## src/rtl/step_clock_gen.sv

```systemverilog
// Debounced single-step / free-run clock source for a slow processor under test.
// Define STEP_COUNTER_EN to build the 16-bit step_count register; otherwise step_count reads 0.
module step_clock_gen #(
   parameter int DEBOUNCE_CYCLES = 500000,
   parameter int RUN_DIV         = 25000000,
   parameter int HIGH_CYCLES     = 16
) (
   input  logic        clk,
   input  logic        rst,
   input  logic        btn_n,
   input  logic        run_sw,
   input  logic        halt,
   output logic        cpu_clk,
   output logic        step_pulse,
   output logic        busy,
   output logic [15:0] step_count
);

   localparam int DB_W  = (DEBOUNCE_CYCLES > 1) ? $clog2(DEBOUNCE_CYCLES) : 1;
   localparam int DIV_W = (RUN_DIV > 1) ? $clog2(RUN_DIV) : 1;
   localparam int PH_W  = (HIGH_CYCLES > 1) ? $clog2(HIGH_CYCLES) : 1;

   localparam logic [DB_W-1:0]  DB_MAX  = DB_W'(DEBOUNCE_CYCLES - 1);
   localparam logic [DIV_W-1:0] DIV_MAX = DIV_W'(RUN_DIV - 1);
   localparam logic [PH_W-1:0]  PH_MAX  = PH_W'(HIGH_CYCLES - 1);

   typedef enum logic [1:0] {
      IDLE,
      HI,
      LO
   } state_t;

   logic [1:0]       btn_sync;
   logic [1:0]       run_sync;
   logic             btn_s;
   logic             run_mode;
   logic [DB_W-1:0]  db_cnt;
   logic             db_lvl;
   logic             db_lvl_q;
   logic             press;
   logic [DIV_W-1:0] div_cnt;
   logic             run_tick;
   logic             trigger;
   state_t           state;
   state_t           state_nx;
   logic [PH_W-1:0]  ph_cnt;
   logic [PH_W-1:0]  ph_cnt_nx;
   logic             phase_done;
   logic             start;

   // Both raw inputs are asynchronous; the button idles released (1), the switch in manual (0).
   always_ff @(posedge clk or posedge rst) begin
      if (rst) begin
         btn_sync <= 2'b11;
         run_sync <= 2'b00;
      end else begin
         btn_sync <= {btn_sync[0], btn_n};
         run_sync <= {run_sync[0], run_sw};
      end
   end

   assign btn_s    = btn_sync[1];
   assign run_mode = run_sync[1];

   // Level is accepted only after DEBOUNCE_CYCLES consecutive cycles of disagreement.
   always_ff @(posedge clk or posedge rst) begin
      if (rst) begin
         db_cnt   <= '0;
         db_lvl   <= 1'b1;
         db_lvl_q <= 1'b1;
      end else begin
         db_lvl_q <= db_lvl;
         if (btn_s == db_lvl) begin
            db_cnt <= '0;
         end else if (db_cnt == DB_MAX) begin
            db_cnt <= '0;
            db_lvl <= btn_s;
         end else begin
            db_cnt <= db_cnt + 1'b1;
         end
      end
   end

   assign press = db_lvl_q & ~db_lvl;

   always_ff @(posedge clk or posedge rst) begin
      if (rst) begin
         div_cnt <= '0;
      end else if (!run_mode || div_cnt == DIV_MAX) begin
         div_cnt <= '0;
      end else begin
         div_cnt <= div_cnt + 1'b1;
      end
   end

   assign run_tick = run_mode & (div_cnt == DIV_MAX);
   assign trigger  = ~halt & ((press & ~run_mode) | (run_tick & run_mode));

   assign phase_done = (ph_cnt == PH_MAX);

   // Triggers are only looked at in IDLE, so anything arriving mid-step is dropped.
   always_comb begin
      state_nx  = state;
      ph_cnt_nx = ph_cnt;
      start     = 1'b0;
      case (state)
         IDLE: begin
            ph_cnt_nx = '0;
            if (trigger) begin
               state_nx = HI;
               start    = 1'b1;
            end
         end
         HI: begin
            if (phase_done) begin
               state_nx  = LO;
               ph_cnt_nx = '0;
            end else begin
               ph_cnt_nx = ph_cnt + 1'b1;
            end
         end
         LO: begin
            if (phase_done) begin
               state_nx  = IDLE;
               ph_cnt_nx = '0;
            end else begin
               ph_cnt_nx = ph_cnt + 1'b1;
            end
         end
         default: begin
            state_nx  = IDLE;
            ph_cnt_nx = '0;
         end
      endcase
   end

   // cpu_clk and step_pulse come straight from flops fed by next-state logic.
   always_ff @(posedge clk or posedge rst) begin
      if (rst) begin
         state      <= IDLE;
         ph_cnt     <= '0;
         cpu_clk    <= 1'b0;
         step_pulse <= 1'b0;
      end else begin
         state      <= state_nx;
         ph_cnt     <= ph_cnt_nx;
         cpu_clk    <= (state_nx == HI);
         step_pulse <= start;
      end
   end

   assign busy = (state != IDLE);

`ifdef STEP_COUNTER_EN
   logic [15:0] step_cnt;

   always_ff @(posedge clk or posedge rst) begin
      if (rst) begin
         step_cnt <= 16'h0000;
      end else if (step_pulse) begin
         step_cnt <= step_cnt + 16'h0001;
      end
   end

   assign step_count = step_cnt;
`else
   assign step_count = 16'h0000;
`endif

endmodule

```

## config.mk

```make
export PLATFORM = sky130hd
export DESIGN_NAME = step_clock_gen
export DESIGN_NICKNAME = d
export VERILOG_FILES = /design/src/rtl/step_clock_gen.sv
export SDC_FILE = /design/constraint.sdc
export NUM_CORES = 1
export LEC_CHECK = 0
export CORE_ASPECT_RATIO = 0.5
export CORE_MARGIN = 1
export CORE_UTILIZATION = 38
export CTS_CLUSTER_DIAMETER = 80
export DETAILED_ROUTE_END_ITERATION = 10
export DONT_BUFFER_PORTS = 1
export GPL_ROUTABILITY_DRIVEN = 0
export PLACE_DENSITY = 0.54
export SLEW_MARGIN = 10
export SYNTH_ARGS = -nofsm -noshare
export SYNTH_HDL_FRONTEND = slang
export SYNTH_SLANG_ARGS = --single-unit
```

## constraint.sdc

```tcl
create_clock -name clk -period 7.2 [get_ports clk]
set_input_delay 1.08 -clock clk [delete_from_list [all_inputs] [get_ports clk]]
set_output_delay 1.08 -clock clk [all_outputs]
set_load 0.05 [all_outputs]
```

==> flow_summary.json, run 1 <==
{
  "status": "finished with violations",
  "max_freq_ghz": 0.392,
  "intPower_mw": 0.602,
  "port_buffers": 0,
  "hold_path_class": "flip-flop to flip-flop",
  "fin_skew_ns": 0.00647,
  "r2r_start": "div_cnt[6]",
  "clk_latency_ns": 0.32,
  "grt-ovfl-total": 0,
  "violations": "DRC",
  "fp.dieH_um": 63.6,
  "grt_pass1_vias": 1927,
  "finalHoldViolations": 0,
  "ys_seq_area_share_pct": 50.5,
  "post_cts_resize_count": 0,
  "h-tree-depth": 3,
  "num_vias": 1941,
  "power.share.clock_pct": 52.6,
  "p_sw_share_pct": 23.1,
  "cts.sinks": 58,
  "cts_buffers": 9,
  "cap_viol_max_count": 0,
  "initial_core_util_pct": 39.4,
  "synth_area_leader_cell": "dfrtp_1",
  "synthCells": 288,
  "ant_nets": 0,
  "rsz0062_at_grt": "false",
  "worst_slew_margin_rel_pct": 43.8,
  "ctsHoldBuffers": 0,
  "pwr_density_cell_mw_per_mm2": 242,
  "syn_area_per_cell_um2": 10.0,
  "crit_required_ns": 7.40,
  "core_area_mm2": 0.00732,
  "crit_path_start_kind": "flip-flop",
  "nets": 307,
  "routedWlPerCell_um": 12.4,
  "slowest_stage": "or4_1",
  "critPathMaxStageDelay_ns": 0.55,
  "p_sw_mw": 0.180,
  "die_area_mm2": 0.00796,
  "antenna_found_initial": 0,
  "gr-usage-all-layers_pct": 14.7,
  "timing.final.crit_period_ns": 2.55,
  "setup_viol": 0,
  "synth_edf_count": 0,
  "final.hold.worst_slack_ns": 0.344,
  "cts_buffer_depth": 2,
  "drt_iter0_drc": 83,
  "worstPathMaxFanout": 19,
  "ys_types": 42,
  "fp.dieW_um": 125,
  "route.detailed.drc": 8,
  "setup_slack_ns": 4.65,
  "path_cells": "or4_1, or4_4, o31ai_2, buf_4, nor2_1",
  "cts_tree": "done",
  "syn_to_final_growth_pct": 12.2,
  "synthArstFlopShare_pct": 100,
  "path_clk_slew_ns": 0.05,
  "synth_area_mm2": 0.00288,
  "dp_hpwl_mm": 3.32,
  "synth_ff_type": "dfrtp_1",
  "finalSetupTns_ns": 0,
  "grt_first_pass_wirelength_mm": 8.93,
  "cp.arrival_ns": 2.75,
  "postCtsSetupRepairBufs": 0,
  "synth_area_leaders": "dfrtp_1 47%, xor2_1 9.4%, nor2_1 6.5%",
  "crit_type": "flip-flop to flip-flop",
  "seq_power_share_pct": 42.9,
  "synth_top_area_share_pct": 46.9,
  "ir_drop_mv": 0.0920,
  "fillers": 706,
  "wl_mm": 4.93,
  "multi_input_area_mm2": 0.00131,
  "firstDrtPassIters": 7,
  "synth-seq-cells": 58,
  "crit_family": "simple AND/OR/NAND/NOR gates",
  "tightest_slew_ns": 0.835,
  "cts-root-buf": "clkbuf_16",
  "regArea_mm2": 0.00146,
  "drive_gt1_share_pct": 11.3,
  "hold_path_startpoint": "run_sync[0]",
  "post-place-ws_ns": 4.62,
  "via_per_inst": 4.90,
  "pwr-share-comb_pct": 4.5,
  "leakage_nw": 1.44,
  "cp-end-kind": "flip-flop",
  "fin_crit_sh_pct": 35.4,
  "num_antenna_cells": 0,
  "grt_start_max_net_pins": 31,
  "row_count": 22,
  "ys_warn_count": 0,
  "slew_viol_final": 0,
  "path_buf_inv": 1,
  "critical_path.startpoint": "div_cnt[6]",
  "ys_top_cells_by_count": "54 x dfrtp_1, 50 x nor2_1, 31 x xor2_1, 21 x nand3_1, 18 x nand2_1",
  "io_pins": 24,
  "synth.most_common_cell": "dfrtp_1"
}
## cells by family after synthesis
logic type      synth area share [%]
compound gates                  2.82
xor+xnor                        12.8
fa+ha+maj                       3.04
buf+inv                         6.08
flops                           50.5
mux                            0.391
other cells                    0.130
simple gates                    24.3
## power by group through the flow
stage	registers [mW]	logic [mW]	clock network, mW
6_report	0.336	0.0351	0.411
3_3_place_gp	0.341	0.0353	0
5_1_grt	0.336	0.0390	0.446
3_5_place_dp	0.341	0.0358	0
4_1_cts	0.336	0.0361	0.427
2_1_floorplan	0.340	0.0383	0
## per-stage QoR
step | power [mW] | instances | utilization [%] | instance area [um^2]
finish | 0.782 | 396 | 44.2 | 3230
global route | 0.821 | 396 | 44.2 | 3230
CTS | 0.798 | 396 | 44.1 | 3230
detailed placement | 0.377 | 380 | 40.1 | 2930
global placement | 0.376 | 380 | 40.1 | 2930
floorplan | 0.378 | 303 | - | 2940
## cell usage in the layout, fill, tap and decap left out, types with 3 or more instances in the layout
| cell | synthesis | final |
|---|---|---|
| o21ai_0 | 4 | 4 |
| ha_1 | 7 | 7 |
| nand3_1 | 21 | 21 |
| and3_1 | 6 | 6 |
| clkinv_2 | 0 | 3 |
| inv_1 | 9 | 8 |
| xnor2_1 | 11 | 11 |
| a21oi_1 | 3 | 3 |
| dfrtp_1 | 54 | 54 |
| clkbuf_16 | 0 | 9 |
| nand2_1 | 18 | 18 |
| nand4_1 | 9 | 9 |
| nor4_1 | 5 | 4 |
| conb_1 | 1 | 16 |
| and2_1 | 3 | 3 |
| and4_1 | 4 | 4 |
| dfstp_2 | 4 | 4 |
| nor2_1 | 50 | 50 |
| nor3_1 | 3 | 3 |
| xor2_1 | 31 | 31 |
## area by class of cell
cell class,count,share of cell area (%)
sequential,58,45.0
multi-input combinational,215,40.6
clock buffer,9,6.97
tap,96,3.72
clock inverter,7,2.13
inverter,9,1.04
timing repair buffer,2,0.464
## metal layers
layer | up-vias | global-route usage, % | share of wire (%)
li1 | 952 | - | -
met1 | 956 | 17.7 | 49
met2 | 31 | 23.5 | 47
met3 | 2 | 6.88 | 3.4
met4 | 0 | 4.12 | 0.39
met5 | - | 0 | 0
## sequential cells by signal, summed over array words and instances (netlist names)
signal,flops
btn_sync,2
cpu_clk,1
db_cnt,19
db_lvl,1
db_lvl_q,1
div_cnt,25
ph_cnt,4
run_sync,2
state,2
step_pulse,1
## path summary, 6_finish.rpt
kind / slack (ns) / depth (start not counted) / end
worst min-delay path: 0.34 / 0 / run_sync[1]
max in group asynchronous: 5.69 / 2 / div_cnt[9]
worst max-delay path: 4.65 / 5 / div_cnt[6]
min in group asynchronous: 0.71 / 1 / db_cnt[17]
worst max register to register: 4.65 / 5 / div_cnt[6]
worst min register to register: 0.34 / 0 / run_sync[1]
Power figures use the tool's default switching activity.
==> inputs of run 2 (changes only) <==
PLACE_DENSITY = 0.56   (was 0.54)
clock period = 2.3 ns   (was 7.2 ns; I/O delays follow)
==> run 2 against run 1 <==
Effect of this change:
- the run ends with DRC, setup timing left
- clock-buffer cell count rose by 5
- power rose to 3.1 times the previous value
- die area did not move
==> flow_summary.json, run 2 (synthesis results as in run 1) <==
{
  "cp.arrival_ns": 2.58,
  "clk_latency_ns": 0.32,
  "fp.dieH_um": 63.6,
  "max_freq_ghz": 0.430,
  "layout_commonest_cell": "dfrtp_1",
  "gr-usage-all-layers_pct": 14.8,
  "regMostFlops": "div_cnt",
  "path_buf_inv": 0,
  "crit_path_start_kind": "flip-flop",
  "num_antenna_cells": 0,
  "ir_drop_mv": 0.364,
  "holdPathStages": 0,
  "final_cell_mix": "54 x dfrtp_1, 50 x nor2_1, 31 x xor2_1",
  "drive_gt1_share_pct": 13.8,
  "h-tree-depth": 3,
  "ant_nets": 0,
  "route.detailed.drc": 2,
  "setup_slack_ns": -0.0275,
  "dp.cells": 389,
  "cap_viol_max_count": 0,
  "r2r_start": "div_cnt[6]",
  "grt_first_pass_wirelength_mm": 8.94,
  "crit_family": "simple AND/OR/NAND/NOR gates",
  "path_clk_slew_ns": 0.05,
  "cts_buffer_depth": 2,
  "cp-end-kind": "flip-flop",
  "finalSetupTns_ns": -0.0275,
  "status": "finished with violations",
  "fp.dieW_um": 125,
  "dpl_cell_area_mm2": 0.00301,
  "initial_core_util_pct": 39.4,
  "path_cells": "or4_1, or4_4, or3_4, or3_4, a21boi_2",
  "firstDrtPassIters": 9,
  "row_count": 22,
  "cpMostUsedCell": "or3_4",
  "crit_required_ns": 2.55,
  "hold_path_class": "input port to flip-flop",
  "cts-root-buf": "clkbuf_16",
  "largest_reg_flops": 25,
  "core_area_mm2": 0.00732,
  "setup_viol": 1,
  "timing.final.crit_period_ns": 2.33,
  "cts.sinks": 58,
  "grt-ovfl-total": 0,
  "num_vias": 1952,
  "via_per_inst": 4.78,
  "worstPathMaxFanout": 3,
  "fin_crit_sh_pct": 101,
  "slew_viol_final": 0,
  "fin_skew_ns": 0.00668,
  "grt_start_max_net_pins": 31,
  "hold_path_startpoint": "run_sw",
  "r2r_cells": 5,
  "slowest_stage": "or4_4",
  "routedWlPerCell_um": 12.2,
  "pwr_density_cell_mw_per_mm2": 720,
  "worst_slew_margin_rel_pct": 60.7,
  "violations": "DRC, setup timing",
  "reg2reg_to": "cpu_clk",
  "finalHoldViolations": 0,
  "port_buffers": 0,
  "io_pins": 24,
  "die_area_mm2": 0.00796,
  "cts_tree": "done",
  "syn_to_final_growth_pct": 15.6,
  "rrSetupSlack_ns": -0.03,
  "fin_cells": 408,
  "grt_pass1_vias": 1986,
  "drt_iter0_drc": 89,
  "fillers": 665,
  "critPathMaxStageDelay_ns": 0.54,
  "nets": 319,
  "crit_type": "flip-flop to flip-flop",
  "wl_mm": 4.99,
  "design_area_mm2": 0.00333,
  "tightest_slew_ns": 0.589,
  "antenna_found_initial": 0,
  "rsz0062_at_grt": "true",
  "cts_buffers": 9,
  "reg_top3": "div_cnt: 25 flops, db_cnt: 19 flops, ph_cnt: 4 flops",
  "leakage_nw": 1.51,
  "dp_hpwl_mm": 3.31,
  "hold_path_end": "run_sync[0]"
}
==> run 2: changes by cell type in the layout (fill, tap and decap cells not counted), sizes merged <==
| cell | previous run | this run |
|---|---|---|
| buf | 2 | 12 |
| bufinv | 1 | 0 |
| clkbuf | 9 | 14 |
| clkinv | 3 | 2 |
| clkinvlp | 2 | 0 |
| dlygate4sd3 | 0 | 2 |
| inv | 10 | 9 |
==> run 2: worst max-delay path by stage <==
stage               startpoint      end  slack (ns)  cells past startpoint
floorplan           div_cnt[6]  cpu_clk        0.01                      5
global placement    div_cnt[6]  cpu_clk        0.03                      5
detailed placement  div_cnt[6]  cpu_clk       -0.04                      5
CTS                 div_cnt[6]  cpu_clk       -0.05                      5
global route        div_cnt[6]  cpu_clk       -0.09                      5
finish              div_cnt[6]  cpu_clk       -0.03                      5
==> run 2: repair_timing <==
| action | 4_1_cts | 5_1_grt |
|---|---|---|
| gates resized for setup | 0 | 2 |
| hold buffers | 1 | 1 |
| endpoints found under the setup margin | 1 | 2 |
| buffers inserted | 0 | 1 |
| hold endpoints to repair | 24 | 1 |
==> run 2: cell type report <==
type	count	area (um^2)	area share, %
clock buffers	14	274	8.22
clock inverters	2	10.0	0.300
well taps	96	120	3.60
inverters	9	33.8	1.01
repair buffers	14	123	3.68
flip-flops and latches	58	1460	43.7
multi-input cells	215	1320	39.5
==> run 2: worst reg2reg max path, delay by kind of cell (launching register included) <==
family             cells  cell delay (ns)
and+or+nand+nor        4             1.77
AOI/OAI and AO/OA      1             0.12
DFF                    1             0.37
==> run 2: per-layer routing <==
metal / GRT usage (%) / routed length (um)
met1: 17.4 / 2430
met2: 23.4 / 2280
met3: 7.05 / 208
met4: 6.25 / 73
met5: 0 / 0
==> run 2: through the flow <==
stage | power [mW] | worst slack, ns | hold WS, ns | util [%]
floorplan | 1.18 | 0.0117 | 0.331 | -
global placement | 1.18 | 0.0317 | 0.335 | 41.1
detailed placement | 1.18 | -0.0412 | 0.334 | 41.1
CTS | 2.44 | -0.0543 | 0.00804 | 45.2
global route | 2.50 | -0.0943 | 0.0240 | 45.5
finish | 2.40 | -0.0275 | 0.0487 | 45.5
==> run 2: power by group <==
group          internal (mW)  total, mW  switching (mW)
registers               1.04       1.05          0.0143
logic                 0.0195      0.116          0.0969
clock network          0.811       1.23           0.422
